`config.mk`:
```
export PLATFORM = sky130hd
export DESIGN_NAME = fft_scale_sat_ctrl
export DESIGN_NICKNAME = d
export VERILOG_FILES = /design/src/rtl/fft_scale_sat_ctrl.sv
export SDC_FILE = /design/constraint.sdc
export NUM_CORES = 1
export LEC_CHECK = 0
export CORE_MARGIN = 2
export CORE_UTILIZATION = 58
export DETAILED_ROUTE_END_ITERATION = 6
export GPL_ROUTABILITY_DRIVEN = 1
export PLACE_DENSITY = 0.82
export REMOVE_ABC_BUFFERS = 1
export SYNTH_ARGS = -nofsm -noshare
export SYNTH_HDL_FRONTEND = slang
export SYNTH_SLANG_ARGS = --single-unit
```
`constraint.sdc`:
```
create_clock -name i_clk -period 8.2 [get_ports i_clk]
set_input_delay 1.23 -clock i_clk [delete_from_list [all_inputs] [get_ports i_clk]]
set_output_delay 1.23 -clock i_clk [all_outputs]
set_load 0.005 [all_outputs]
```
`src/rtl/fft_scale_sat_ctrl.sv`:
```
// ---------------------------------------------------------------------------
// fft_scale_sat_ctrl
// Block-floating-point scaling and saturation for radix-2^2 FFT stage outputs.
// Each complex sample is arithmetically right-shifted with round-half-up by the
// frame's current shift, then saturated from IN_WIDTH to OUT_WIDTH bits.
// Saturation events are counted per frame. In auto mode the shift adapts at
// frame boundaries: it goes up after an overflowing frame and down after a frame
// that had headroom.
//
// Ports
//   i_clk         rising-edge clock
//   i_rst         asynchronous active-high reset
//   i_valid       input sample valid (no backpressure)
//   i_real/i_imag input components, IN_WIDTH two's complement
//   i_auto        1 = adaptive shift, 0 = manual shift from i_shift_cfg
//   i_shift_cfg   manual shift, takes effect at the next frame start
//   i_clr_sticky  clears o_ovf_sticky (a simultaneous saturation wins)
//   o_valid       i_valid delayed by two cycles
//   o_real/o_imag scaled, saturated components, OUT_WIDTH
//   o_shift       exponent tag: the shift applied to this output sample
//   o_frame_end   last sample of a frame, qualified by o_valid
//   o_ovf_cnt     saturated-sample count of the last completed frame
//   o_ovf_sticky  set by any saturated output sample
// ---------------------------------------------------------------------------
module fft_scale_sat_ctrl #(
    parameter int IN_WIDTH  = 16,
    parameter int OUT_WIDTH = 12,
    parameter int FRAME_LEN = 64,
    parameter int MAX_SHIFT = 4,
    parameter int SW        = 3,
    parameter int CW        = 7
) (
    input  logic                 i_clk,
    input  logic                 i_rst,
    input  logic                 i_valid,
    input  logic [IN_WIDTH-1:0]  i_real,
    input  logic [IN_WIDTH-1:0]  i_imag,
    input  logic                 i_auto,
    input  logic [SW-1:0]        i_shift_cfg,
    input  logic                 i_clr_sticky,
    output logic                 o_valid,
    output logic [OUT_WIDTH-1:0] o_real,
    output logic [OUT_WIDTH-1:0] o_imag,
    output logic [SW-1:0]        o_shift,
    output logic                 o_frame_end,
    output logic [CW-1:0]        o_ovf_cnt,
    output logic                 o_ovf_sticky
);

    localparam int W1   = IN_WIDTH + 1;
    localparam int CNTW = (FRAME_LEN > 1) ? $clog2(FRAME_LEN) : 1;
    localparam logic [CNTW-1:0] LAST_IDX = CNTW'(FRAME_LEN - 1);
    localparam logic [SW-1:0]   MAX_S    = SW'(MAX_SHIFT);
    localparam logic [SW-1:0]   ONE_S    = SW'(1);

    // Output range and the half-range used as the headroom test.
    localparam logic signed [W1-1:0] SAT_HI  = {{(W1-OUT_WIDTH+1){1'b0}}, {(OUT_WIDTH-1){1'b1}}};
    localparam logic signed [W1-1:0] SAT_LO  = {{(W1-OUT_WIDTH+1){1'b1}}, {(OUT_WIDTH-1){1'b0}}};
    localparam logic signed [W1-1:0] HEAD_HI = {{(W1-OUT_WIDTH+2){1'b0}}, {(OUT_WIDTH-2){1'b1}}};
    localparam logic signed [W1-1:0] HEAD_LO = {{(W1-OUT_WIDTH+2){1'b1}}, {(OUT_WIDTH-2){1'b0}}};

    // Round-half-up arithmetic right shift, one guard bit so the rounding add cannot wrap.
    function automatic logic signed [W1-1:0] scale_fn(
        input logic [IN_WIDTH-1:0] x,
        input logic [SW-1:0]       s
    );
        logic signed [W1-1:0] rnd;
        logic signed [W1-1:0] v;
        if (s != {SW{1'b0}}) begin
            rnd = $signed(W1'(1) << (s - ONE_S));
        end else begin
            rnd = {W1{1'b0}};
        end
        v = $signed({x[IN_WIDTH-1], x}) + rnd;
        return v >>> s;
    endfunction

    function automatic logic is_sat_fn(input logic signed [W1-1:0] y);
        return (y > SAT_HI) || (y < SAT_LO);
    endfunction

    function automatic logic is_head_fn(input logic signed [W1-1:0] y);
        return (y >= HEAD_LO) && (y <= HEAD_HI);
    endfunction

    function automatic logic [OUT_WIDTH-1:0] saturate_fn(input logic signed [W1-1:0] y);
        logic [OUT_WIDTH-1:0] r;
        if (y > SAT_HI) begin
            r = SAT_HI[OUT_WIDTH-1:0];
        end else if (y < SAT_LO) begin
            r = SAT_LO[OUT_WIDTH-1:0];
        end else begin
            r = y[OUT_WIDTH-1:0];
        end
        return r;
    endfunction

    // Frame state
    logic [CNTW-1:0]      cnt_r;
    logic [SW-1:0]        cur_shift_r;
    logic                 first_r;      // no sample accepted since reset
    logic [CW-1:0]        ovf_acc_r;
    logic                 head_acc_r;

    // Stage-1 registers
    logic                 valid1_r;
    logic signed [W1-1:0] yr1_r;
    logic signed [W1-1:0] yi1_r;
    logic                 sat1_r;
    logic                 last1_r;
    logic [CW-1:0]        cnt1_r;
    logic [SW-1:0]        shift1_r;

    // Combinational stage-1 / frame-control signals
    logic [SW-1:0]        min_cfg_s;
    logic [SW-1:0]        eff_shift_s;
    logic signed [W1-1:0] yr_s;
    logic signed [W1-1:0] yi_s;
    logic                 sat_s;
    logic                 head_s;
    logic                 sample0_s;
    logic                 last_s;
    logic [CW-1:0]        ovf_next_s;
    logic                 head_next_s;
    logic [SW-1:0]        shift_next_s;
    logic [CNTW-1:0]      cnt_next_s;

    // Scaling, sample flags, frame accumulation and next-shift decision.
    always_comb begin
        min_cfg_s    = (i_shift_cfg > MAX_S) ? MAX_S : i_shift_cfg;
        // The very first sample after reset takes the manual shift immediately.
        eff_shift_s  = (first_r && !i_auto) ? min_cfg_s : cur_shift_r;
        yr_s         = scale_fn(i_real, eff_shift_s);
        yi_s         = scale_fn(i_imag, eff_shift_s);
        sat_s        = is_sat_fn(yr_s) || is_sat_fn(yi_s);
        head_s       = is_head_fn(yr_s) && is_head_fn(yi_s);
        sample0_s    = (cnt_r == {CNTW{1'b0}});
        last_s       = (cnt_r == LAST_IDX);
        ovf_next_s   = (sample0_s ? {CW{1'b0}} : ovf_acc_r) + CW'(sat_s);
        head_next_s  = (sample0_s ? 1'b1 : head_acc_r) && head_s;
        shift_next_s = cur_shift_r;
        cnt_next_s   = cnt_r;
        if (i_valid) begin
            cnt_next_s   = last_s ? {CNTW{1'b0}} : (cnt_r + CNTW'(1));
            shift_next_s = eff_shift_s;
            if (last_s) begin
                if (!i_auto) begin
                    shift_next_s = min_cfg_s;
                end else if ((ovf_next_s != {CW{1'b0}}) && (eff_shift_s < MAX_S)) begin
                    shift_next_s = eff_shift_s + ONE_S;
                end else if ((ovf_next_s == {CW{1'b0}}) && head_next_s &&
                             (eff_shift_s != {SW{1'b0}})) begin
                    shift_next_s = eff_shift_s - ONE_S;
                end else begin
                    shift_next_s = eff_shift_s;
                end
            end else begin
                shift_next_s = eff_shift_s;
            end
        end else begin
            cnt_next_s   = cnt_r;
            shift_next_s = cur_shift_r;
        end
    end

    // Frame counter, accumulators and current shift.
    always_ff @(posedge i_clk or posedge i_rst) begin
        if (i_rst) begin
            cnt_r       <= {CNTW{1'b0}};
            cur_shift_r <= {SW{1'b0}};
            first_r     <= 1'b1;
            ovf_acc_r   <= {CW{1'b0}};
            head_acc_r  <= 1'b1;
        end else begin
            cnt_r       <= cnt_next_s;
            cur_shift_r <= shift_next_s;
            if (i_valid) begin
                first_r    <= 1'b0;
                ovf_acc_r  <= ovf_next_s;
                head_acc_r <= head_next_s;
            end
        end
    end

    // Stage 1: scaled value, flags and the frame count carried with the last sample.
    always_ff @(posedge i_clk or posedge i_rst) begin
        if (i_rst) begin
            valid1_r <= 1'b0;
            yr1_r    <= {W1{1'b0}};
            yi1_r    <= {W1{1'b0}};
            sat1_r   <= 1'b0;
            last1_r  <= 1'b0;
            cnt1_r   <= {CW{1'b0}};
            shift1_r <= {SW{1'b0}};
        end else begin
            valid1_r <= i_valid;
            yr1_r    <= yr_s;
            yi1_r    <= yi_s;
            sat1_r   <= i_valid && sat_s;
            last1_r  <= i_valid && last_s;
            cnt1_r   <= ovf_next_s;
            shift1_r <= eff_shift_s;
        end
    end

    // Stage 2: saturated outputs and frame status.
    always_ff @(posedge i_clk or posedge i_rst) begin
        if (i_rst) begin
            o_valid      <= 1'b0;
            o_real       <= {OUT_WIDTH{1'b0}};
            o_imag       <= {OUT_WIDTH{1'b0}};
            o_shift      <= {SW{1'b0}};
            o_frame_end  <= 1'b0;
            o_ovf_cnt    <= {CW{1'b0}};
            o_ovf_sticky <= 1'b0;
        end else begin
            o_valid     <= valid1_r;
            o_real      <= saturate_fn(yr1_r);
            o_imag      <= saturate_fn(yi1_r);
            o_shift     <= shift1_r;
            o_frame_end <= valid1_r && last1_r;
            if (valid1_r && last1_r) begin
                o_ovf_cnt <= cnt1_r;
            end
            // A saturating sample beats a concurrent clear.
            if (valid1_r && sat1_r) begin
                o_ovf_sticky <= 1'b1;
            end else if (i_clr_sticky) begin
                o_ovf_sticky <= 1'b0;
            end
        end
    end

endmodule

```
======== Word-level counts from Yosys, hierarchy flattened ========
Index checks and enable logic that the tools add are counted.
operators by class
  muxes and demuxes ....................... 16
  reductions and logical operators ........ 21
  order comparisons ....................... 14
  shift operators ......................... 3
  add/sub/neg operators ................... 6
  eq/ne operators ......................... 1
operators by type and width
  kind                    number
  $gt A17 B12 Y1 const B  4
  $lt A17 B12 Y1 const B  4
  $mux W12                4
  $add A16 B17 Y17        2
  $ge A17 B11 Y1 const B  2
  $le A17 B11 Y1 const B  2
  $sshr A17 B3 Y17        2
  $mux W3                 6
  $mux W17                1
  $shl A1 B3 Y17 const A  1
  $logic_and A1 B1 Y1     12
  $add A7 B1 Y7           1
  $logic_not A7 Y1        1
  $mux W7                 1
  $reduce_bool A7 Y1      1
  $add A6 B1 Y6 const B   1
  $eq A6 B6 Y1 const B    1
  $logic_not A6 Y1        1
  $mux W6                 1
  $add A3 B1 Y3 const B   1
  $gt A3 B3 Y1 const B    1
  $logic_or A1 B1 Y1      3
  $lt A3 B3 Y1 const B    1
  $mux W1                 3
  4 further kinds         4
word-level totals
  register bits ........................... 102
  bits of input ports ..................... 40
  output and inout bits ................... 37

======== Longest topological paths before layout ========
Gate-level depths: netlist (run 1).
  depth in word-level cells ............... 19
  depth in mapped cells ................... 39

======== Worst setup path before layout (run 1) ========
OpenSTA, ideal clock, no wires.
  path kind ............................... in2reg
  start ................................... input i_auto
  end ..................................... register cur_shift_r[1]
  stages on the path ...................... 34
  buffers on the path ..................... 7
  setup time .............................. 0.074 ns
  path slack .............................. 0.513 ns
  required time ........................... 8.126 ns
  arrival time ............................ 7.613 ns
  cell sequence ........................... buf_6 > nand2b_1 > buf_4 > mux2i_1 > buf_2 > buf_1 > clkbuf_1 > ha_1 > buf_2 > nand2b_1 > buf_6 > nor3_1 > nor3_1 > nor3_1 > ha_1 > o31a_2 > o2111ai_4 > and2_4 > o41ai_1 > nor3_2 > a221oi_2 > o41ai_2 > o2bb2ai_1 > o31ai_1 > ha_1 > ha_1 > nand3_1 > xor2_1 > nor2_1 > nor4_1 > and3_1 > o2111ai_4 > mux2_4 > o21ai_2
between the ends
  cells in the longest elaborated chain, start to end .. 19
RTL lines
  element                           RTL line  text
  start, declared                   38        input logic i_auto,
  $logic_not A1 Y1 *                n/a
  $logic_and A1 B1 Y1 *             132       eff_shift_s = (first_r && !i_auto) ? min_cfg_s : cur_shift_r;
  $mux W3 *                         132
  $sub A3 B1 Y3                     70        rnd = $signed(W1'(1) << (s - ONE_S));
  $shl A1 B3 Y17                    70
  $mux W17                          69        if (s != {SW{1'b0}}) begin
  $add A16 B17 Y17                  74        v = $signed({x[IN_WIDTH-1], x}) + rnd;
  $sshr A17 B3 Y17                  75        return v >>> s;
  [3 not listed]                    n/a
  $add A7 B1 Y7 *                   139       ovf_next_s = (sample0_s ? {CW{1'b0}} : ovf_acc_r) + CW'(sat_s);
  named net ovf_next_s[4]           123       logic [CW-1:0] ovf_next_s;
  $logic_not A7 Y1                  151       end else if ((ovf_next_s == {CW{1'b0}}) && head_next_s &&
  $logic_and A1 B1 Y1 (2 in a row)  151
  $mux W3                           151
  $mux W3 *                         149       end else if ((ovf_next_s != {CW{1'b0}}) && (eff_shift_s < MAX_S)) begin
  $mux W3 *                         147       if (!i_auto) begin
  $mux W3 *                         146       if (last_s) begin
  end signal, assigned              170       cur_shift_r <= {SW{1'b0}};
  end signal, assigned              176       cur_shift_r <= shift_next_s;
  end, declared                     100       logic [SW-1:0] cur_shift_r;
Mark *: on every way through the listed nets, which the timed path passes. The rest lies on a longest branch.
A chain may end at the register's enable or synchronous reset.

======== Worst setup path after layout (run 1) ========
  start ................................... input i_shift_cfg[2]
  end ..................................... register cur_shift_r[1]
between the ends
  cells in the longest elaborated chain, start to end .. 19
RTL lines
  element                           RTL line  text
  start, declared                   39        input logic [SW-1:0] i_shift_cfg,
  $gt A3 B3 Y1                      130       min_cfg_s = (i_shift_cfg > MAX_S) ? MAX_S : i_shift_cfg;
  $mux W3 *                         130
  $mux W3 *                         132
  $sub A3 B1 Y3                     70
  $shl A1 B3 Y17                    70
  $mux W17                          69
  $add A16 B17 Y17                  74
  $sshr A17 B3 Y17                  75
  [3 not listed]                    n/a
  $add A7 B1 Y7 *                   139
  named net ovf_next_s[4]           123
  $logic_not A7 Y1                  151
  $logic_and A1 B1 Y1 (2 in a row)  151
  $mux W3                           151
  $mux W3 *                         149
  $mux W3 *                         147
  $mux W3 *                         146
Marked as above.

==> results of run 1 <==
==> flip-flops by register name, indices dropped and copies added, names as in the netlist <==
signal	count
yi1_r	17
valid1_r	1
last1_r	1
cnt1_r	7
cur_shift_r	3
yr1_r	17
o_frame_end	1
shift1_r	3
o_real	12
o_ovf_sticky	1
first_r	1
o_imag	12
o_shift	3
o_ovf_cnt	7
cnt_r	6
ovf_acc_r	7
head_acc_r	1
o_valid	1
sat1_r	1
==> area by class of cell <==
| class | count | area, um^2 |
|---|---|---|
| clock buffers | 9 | 225 |
| clock inverters | 4 | 73.8 |
| fillers | 922 | 3670 |
| inverters | 25 | 96.3 |
| multi-input cells | 608 | 4200 |
| flip-flops and latches | 102 | 2550 |
| well taps | 147 | 184 |
| repair buffers | 96 | 911 |
==> what timing repair did <==
action / CTS / global route
endpoints found under the hold margin: 0 / 0
setup endpoints to repair: 0 / 2
resized for setup: 0 / 3
buffers inserted: 0 / 0
==> logic make-up after synthesis <==
logic type                 synth area share, %
and+or+nand+nor                           19.7
adders and majority gates                 3.34
xor gates and xnor gates                  4.85
DFF                                       36.3
muxes                                     6.43
AOI/OAI and AO/OA                         24.9
buffers and inverters                     4.51
==> final timing paths <==
path	start	to	slack (ps)
min	shift1_r[0]	o_shift[0]	350
min reg2reg	shift1_r[0]	o_shift[0]	350
max in group asynchronous	i_rst	o_real[5]	5790
min in group asynchronous	i_rst	valid1_r	1240
max reg2reg	first_r	cur_shift_r[1]	1280
max	i_shift_cfg[2]	cur_shift_r[1]	400
==> metal layers <==
| layer | vias up | GRT usage, % |
|---|---|---|
| li1 | 2942 | - |
| met1 | 3002 | 42.2 |
| met2 | 333 | 47.5 |
| met3 | 46 | 4.92 |
| met4 | 0 | 13.3 |
| met5 | - | 0 |
==> synth_stat cells, types with 3 or more instances <==
cell type / number
nand2_1: 101
dfrtp_1: 100
a21oi_1: 65
nor2_1: 65
o21ai_0: 45
clkbuf_1: 31
o21a_1: 25
inv_1: 23
xnor2_1: 23
mux2i_1: 19
ha_1: 18
mux2_2: 18
nor3_1: 18
nand3_1: 17
o211ai_1: 13
xor2_1: 11
a31oi_1: 10
a211oi_1: 9
a21o_1: 9
nand2b_1: 8
and2_1: 7
nand4_1: 7
nor2b_1: 7
and3_1: 6
buf_1: 6
and4_1: 5
o31ai_1: 5
or2_2: 5
buf_2: 4
buf_6: 4
nor4_1: 3
o21ai_2: 3
o22ai_1: 3
or3_1: 3
==> critical path: cells and delay by family <==
family / cells / cell delay [ps]
xor gates and xnor gates: 1 / 140
AOI/OAI and AO/OA: 14 / 2890
adders and majority gates: 4 / 1170
buffers and inverters: 3 / 820
and+or+nand+nor: 12 / 1770
==> cells in the final DEF, fill, tap and decap left out, drive strengths merged, types with 10 or more instances in the layout <==
cell and count:
a211oi 11, a21oi 67, a31oi 10, buf 20, clkdlybuf4s50 76, dfrtp 100, ha 18, inv 26
mux2 19, mux2i 21, nand2 102, nand3 17, nor2 65, nor3 21, o211ai 13, o21a 25
o21ai 50, xnor2 25, xor2 11
==> stage by stage <==
step | area [um^2] | setup slack, ps
floorplan | 6820 | -908
global placement | 7930 | 289
detailed placement | 7930 | 91.6
CTS | 8230 | 429
global route | 8240 | -5.91
finish | 8240 | 404
==> power groups by stage <==
| stage | clock network [uW] | logic (uW) | registers [uW] |
|---|---|---|---|
| floorplan | 0 | 339 | 647 |
| global placement | 0 | 511 | 653 |
| detailed placement | 0 | 528 | 659 |
| CTS | 443 | 531 | 651 |
| global route | 464 | 591 | 662 |
| finish | 439 | 536 | 652 |
==> metrics.txt, run 1 <==
status=complete, no violations; sw power=around 540 uW; met2 WL=8.71 mm; Slowest-stage cell, CP=clkdlybuf4s50_1; GR Overflow Total=0; die width=around 110 um; Sequential Power Share=about 40%; Rel. slew slack=between 10% and 20%; Min-Delay Path Depth=0; Clock power frac=a little over a quarter; CTS tree=yes; Syn-to-layout area delta=17.0%; required time of the worst setup path=8480 ps; Die Area=roughly 13000 um^2; leakage=roughly 0.0035 uW; Via Count=~6300; Yosys top cell area share=35.5%; Int Power=around 1100 uW; largest net degree at the start of global routing=just under 70; RD Place Congestion=approximately 0.99; TritonRoute pass-1 iters=5; # placed instances=978; endpoints failing hold=0; dominant cells by area after synthesis=dfrtp_1 36%, nand2_1 5.4%, a21oi_1 4.6%; yosys synthesis warning count=0; initial antenna violation count=0; Worst-Margin Slew=~1300 ps; post-layout min period=slightly below 8000 ps; TritonCTS Buffers=9; Clock Sinks=about 100; CTS H-tree depth=3; detailed-route DRC error count=0; DP HPWL=14.4 mm; first-pass GRT wire length=31.4 mm; GRT Util Overall=30.5%; final core occ=69.2%; post-DR wirelength/cell=approximately 19 um; Routed Wire Length=about 19 mm; Hold WS=roughly 350 ps; Initial Util=just under 60%; nature of the critical path startpoint=primary input; wire length on met1=about 8.5 mm; setup TNS=0 ps; FFs w/ async S/R, synth=100%; PortBufs=76; Crit Path Class=in2reg; cts hold-fix bufs=0; vias in the first global route=6235; Max Fclk=0.128 GHz; clock skew=about 8.7 ps; diode count=0; Syn Inst Count=783; post-synthesis sequential area ratio=36.3%; uppermost layer routed=met4; layout cell share with drive strength beyond 1=about an eighth; sw frac=roughly a third; Core Box Area=~12000 um^2; Logic pwr share=32.9%; Setup Viol. Count Final=0; total power=approximately 1600 uW; Pins Over Slew Limit=0; Post-Syn Area=between 7000 and 8000 um^2; CP max FO=7; met3 wire length=approximately 1.4 mm; Yosys top cell by area=dfrtp_1; Worst EP arrival=between 8000 and 9000 ps; Post-Layout Cell Count=just under 1000; Post-synth top flop=dfrtp_1; overall die height=approximately 110 um; cell area power density=around 200 nW/um^2; EDFF count, synth=0; CP Capture Type=flop; peak supply drop=0.000106 V; class of the worst hold path=reg2reg; CTS clk-pin slew, worst paths=~70 ps; final period utilization=between 90% and 100%; I/O Pins=77; Worst-Skew Late Latency=between 300 and 400 ps; Mean Syn Cell Area=roughly 9.0 um^2; initial detailed-routing violation count=611; Cell variety after synth=98; Max-Cap Viols=0; CTS root buffer=clkbuf_16; Net count, final=900; Reg2Reg Depth=32; slowest cell delay on critical path=550 ps; number of nets with antenna violations after routing=0; Max clock buf depth=2; Via density=around 6.4; #FFs+latches synth=just over 100; Placement Rows=40
Power figures use the tool's default switching activity.
==> run 2: changes to the inputs <==
Settings changed: RECOVER_POWER from default to 50.
==> run 2 against run 1 <==
  * The run now ends with max-capacitance violations, max-slew violations left
  * Die area unchanged
  * Sequential cell count unchanged
  * Via count decreased by 0.25%
  * Count of clock-buffer cells in the layout unchanged
  * Critical path depth decreased by 4
  * Wire length decreased by 0.18%
  * Final cell count unchanged
  * Utilization about the same
  * Design area about the same
  * First-iteration DRC count decreased by 4.4%
  * Register-to-register slack about the same
  * Clock skew increased by 3.1 ps
  * Critical path type unchanged
==> metrics.txt, run 2 (synthesis gave the netlist of run 1 again) <==
Placement Rows=40; Via density=around 6.4; post-route cell area=roughly 8200 um^2; initial detailed-routing violation count=roughly 600; TritonRoute pass-1 iters=5; Die Area=roughly 13000 um^2; CTS H-tree depth=3; die width=114 um; Worst-Margin Slew=about 3400 ps; status=finished, violations left; clock skew=around 12 ps; CTS root buffer=clkbuf_16; number of nets with antenna violations after routing=0; Post-DP Area=7930 um^2; overall die height=roughly 110 um; post-DR wirelength/cell=between 15 and 20 um; Net count, final=900; I/O Pins=77; TritonCTS Buffers=9; commonest non-fill, non-tap cells in the layout=101 x nand2_1, 100 x dfrtp_1, 64 x nor2_1, 64 x a21oi_1, 45 x o21ai_0; most common cell after layout, fill and taps aside=nand2_1; endpoints failing hold=0; peak supply drop=0.000106 V; CTS tree=yes; Sequential Power Share=between 40% and 50%; most used cell, CP=ha_1; final period utilization=between 90% and 100%; layout cell share with drive strength beyond 1=between 10% and 20%; PortBufs=76; sw frac=roughly 33%; Max Fclk=roughly 0.13 GHz; first-pass GRT wire length=31.4 mm; RD Place Congestion=approximately 0.99; Initial Util=between 50% and 60%; leakage=about 0.0035 uW; cell area power density=around 200 nW/um^2; diode count=0; Routed Wire Length=roughly 19 mm; CP max FO=7; Syn-to-layout area delta=16.9%; Hold WS=~350 ps; failing checks=max-capacitance violations, max-slew violations; class of the worst hold path=reg2reg; Max clock buf depth=2; nature of the critical path startpoint=primary input; Int Power=approximately 1100 uW; Clock Sinks=~100; post-layout min period=just under 8000 ps; GR Overflow Total=0; CTS clk-pin slew, worst paths=around 70 ps; Slowest-stage cell, CP=clkdlybuf4s50_1; total power=1620 uW; Crit Path Class=in2reg; GRT Util Overall=30.5%; CP Capture Type=flop; Setup Viol. Count Final=0; biggest regs=yi1_r x17, yr1_r x17; sw power=537 uW; Pins Over Slew Limit=105; Logic pwr share=around a third; cts hold-fix bufs=0; Worst EP arrival=roughly 8000 ps; Clock power frac=27.1%; Worst-Skew Late Latency=approximately 350 ps; largest net degree at the start of global routing=69; slowest cell delay on critical path=550 ps; Max-Cap Viols=2; Rel. slew slack=-127%; Via Count=~6300; detailed-route DRC error count=0; Core Box Area=11900 um^2; DP HPWL=14.4 mm; vias in the first global route=a little over 6000; required time of the worst setup path=roughly 8500 ps; initial antenna violation count=0
==> run 2: cell count changes in the layout (fill, tap and decap cells not counted), sizes merged <==
cell | previous run | this run
inv | 26 | 25
dlygate4sd3 | 0 | 40
clkinvlp | 0 | 1
buf | 20 | 19
clkdlybuf4s50 | 76 | 36
clkbuf | 9 | 10
==> run 2: critical path, delay by kind of cell <==
kind	cells	cell delay (ps)
AO/OA/AOI/OAI	12	2700
AND/OR/NAND/NOR	9	1670
adder cells (fa/ha/maj)	4	1170
buffers and inverters	3	820
multiplexers	1	330
XOR/XNOR	1	140
==> run 2: worst paths after layout <==
kind / start / to / slack, ps / cells after the start
worst max-delay path: i_shift_cfg[2] / cur_shift_r[1] / 390 / 30
worst min-delay path: shift1_r[0] / o_shift[0] / 350 / 0
worst max register to register: first_r / cur_shift_r[1] / 1290 / 28
worst min register to register: shift1_r[0] / o_shift[0] / 350 / 0
max in group asynchronous: i_rst / o_real[5] / 2710 / 3
min in group asynchronous: i_rst / valid1_r / 1690 / 2
==> run 2: repair_timing <==
action                                  in CTS  in global routing
gates resized for setup                      0                  3
setup buffers                                0                  0
endpoints found under the setup margin       0                  2
==> run 2: power groups by stage <==
| stage | Sequential [uW] | Combinational [uW] | Clock (uW) |
|---|---|---|---|
| global route | 661 | 583 | 464 |
| detailed placement | 659 | 528 | 0 |
| CTS | 651 | 531 | 443 |
| global placement | 653 | 511 | 0 |
| floorplan | 647 | 339 | 0 |
| finish | 651 | 529 | 438 |
==> run 2: final cells by class <==
type / instances / area [um^2]
clock inverter: 4 / 73.8
fill: 923 / 3680
timing repair buffer: 96 / 907
clock buffer: 9 / 225
multi-input combinational: 608 / 4200
tap: 147 / 184
sequential: 102 / 2550
inverter: 25 / 95.1
==> run 2: layer usage <==
| metal | track usage [%] | part of all wire, % |
|---|---|---|
| met5 | 0 | 0 |
| met3 | 4.92 | 6.5 |
| met4 | 13.3 | 3.0 |
| met1 | 42.2 | 45 |
| met2 | 47.5 | 45 |
==> run 2: stage by stage <==
stage | TNS, ps | instances | utilization [%] | setup WS (ps)
after global routing | -5.91 | 991 | 69.1 | -5.91
final | 0 | 991 | 69.1 | 391
after CTS | 0 | 991 | 69.1 | 429
after detailed placement | 0 | 978 | 66.6 | 91.6
after global placement | 0 | 978 | 66.6 | 289
after floorplan | -2860 | 735 | - | -908
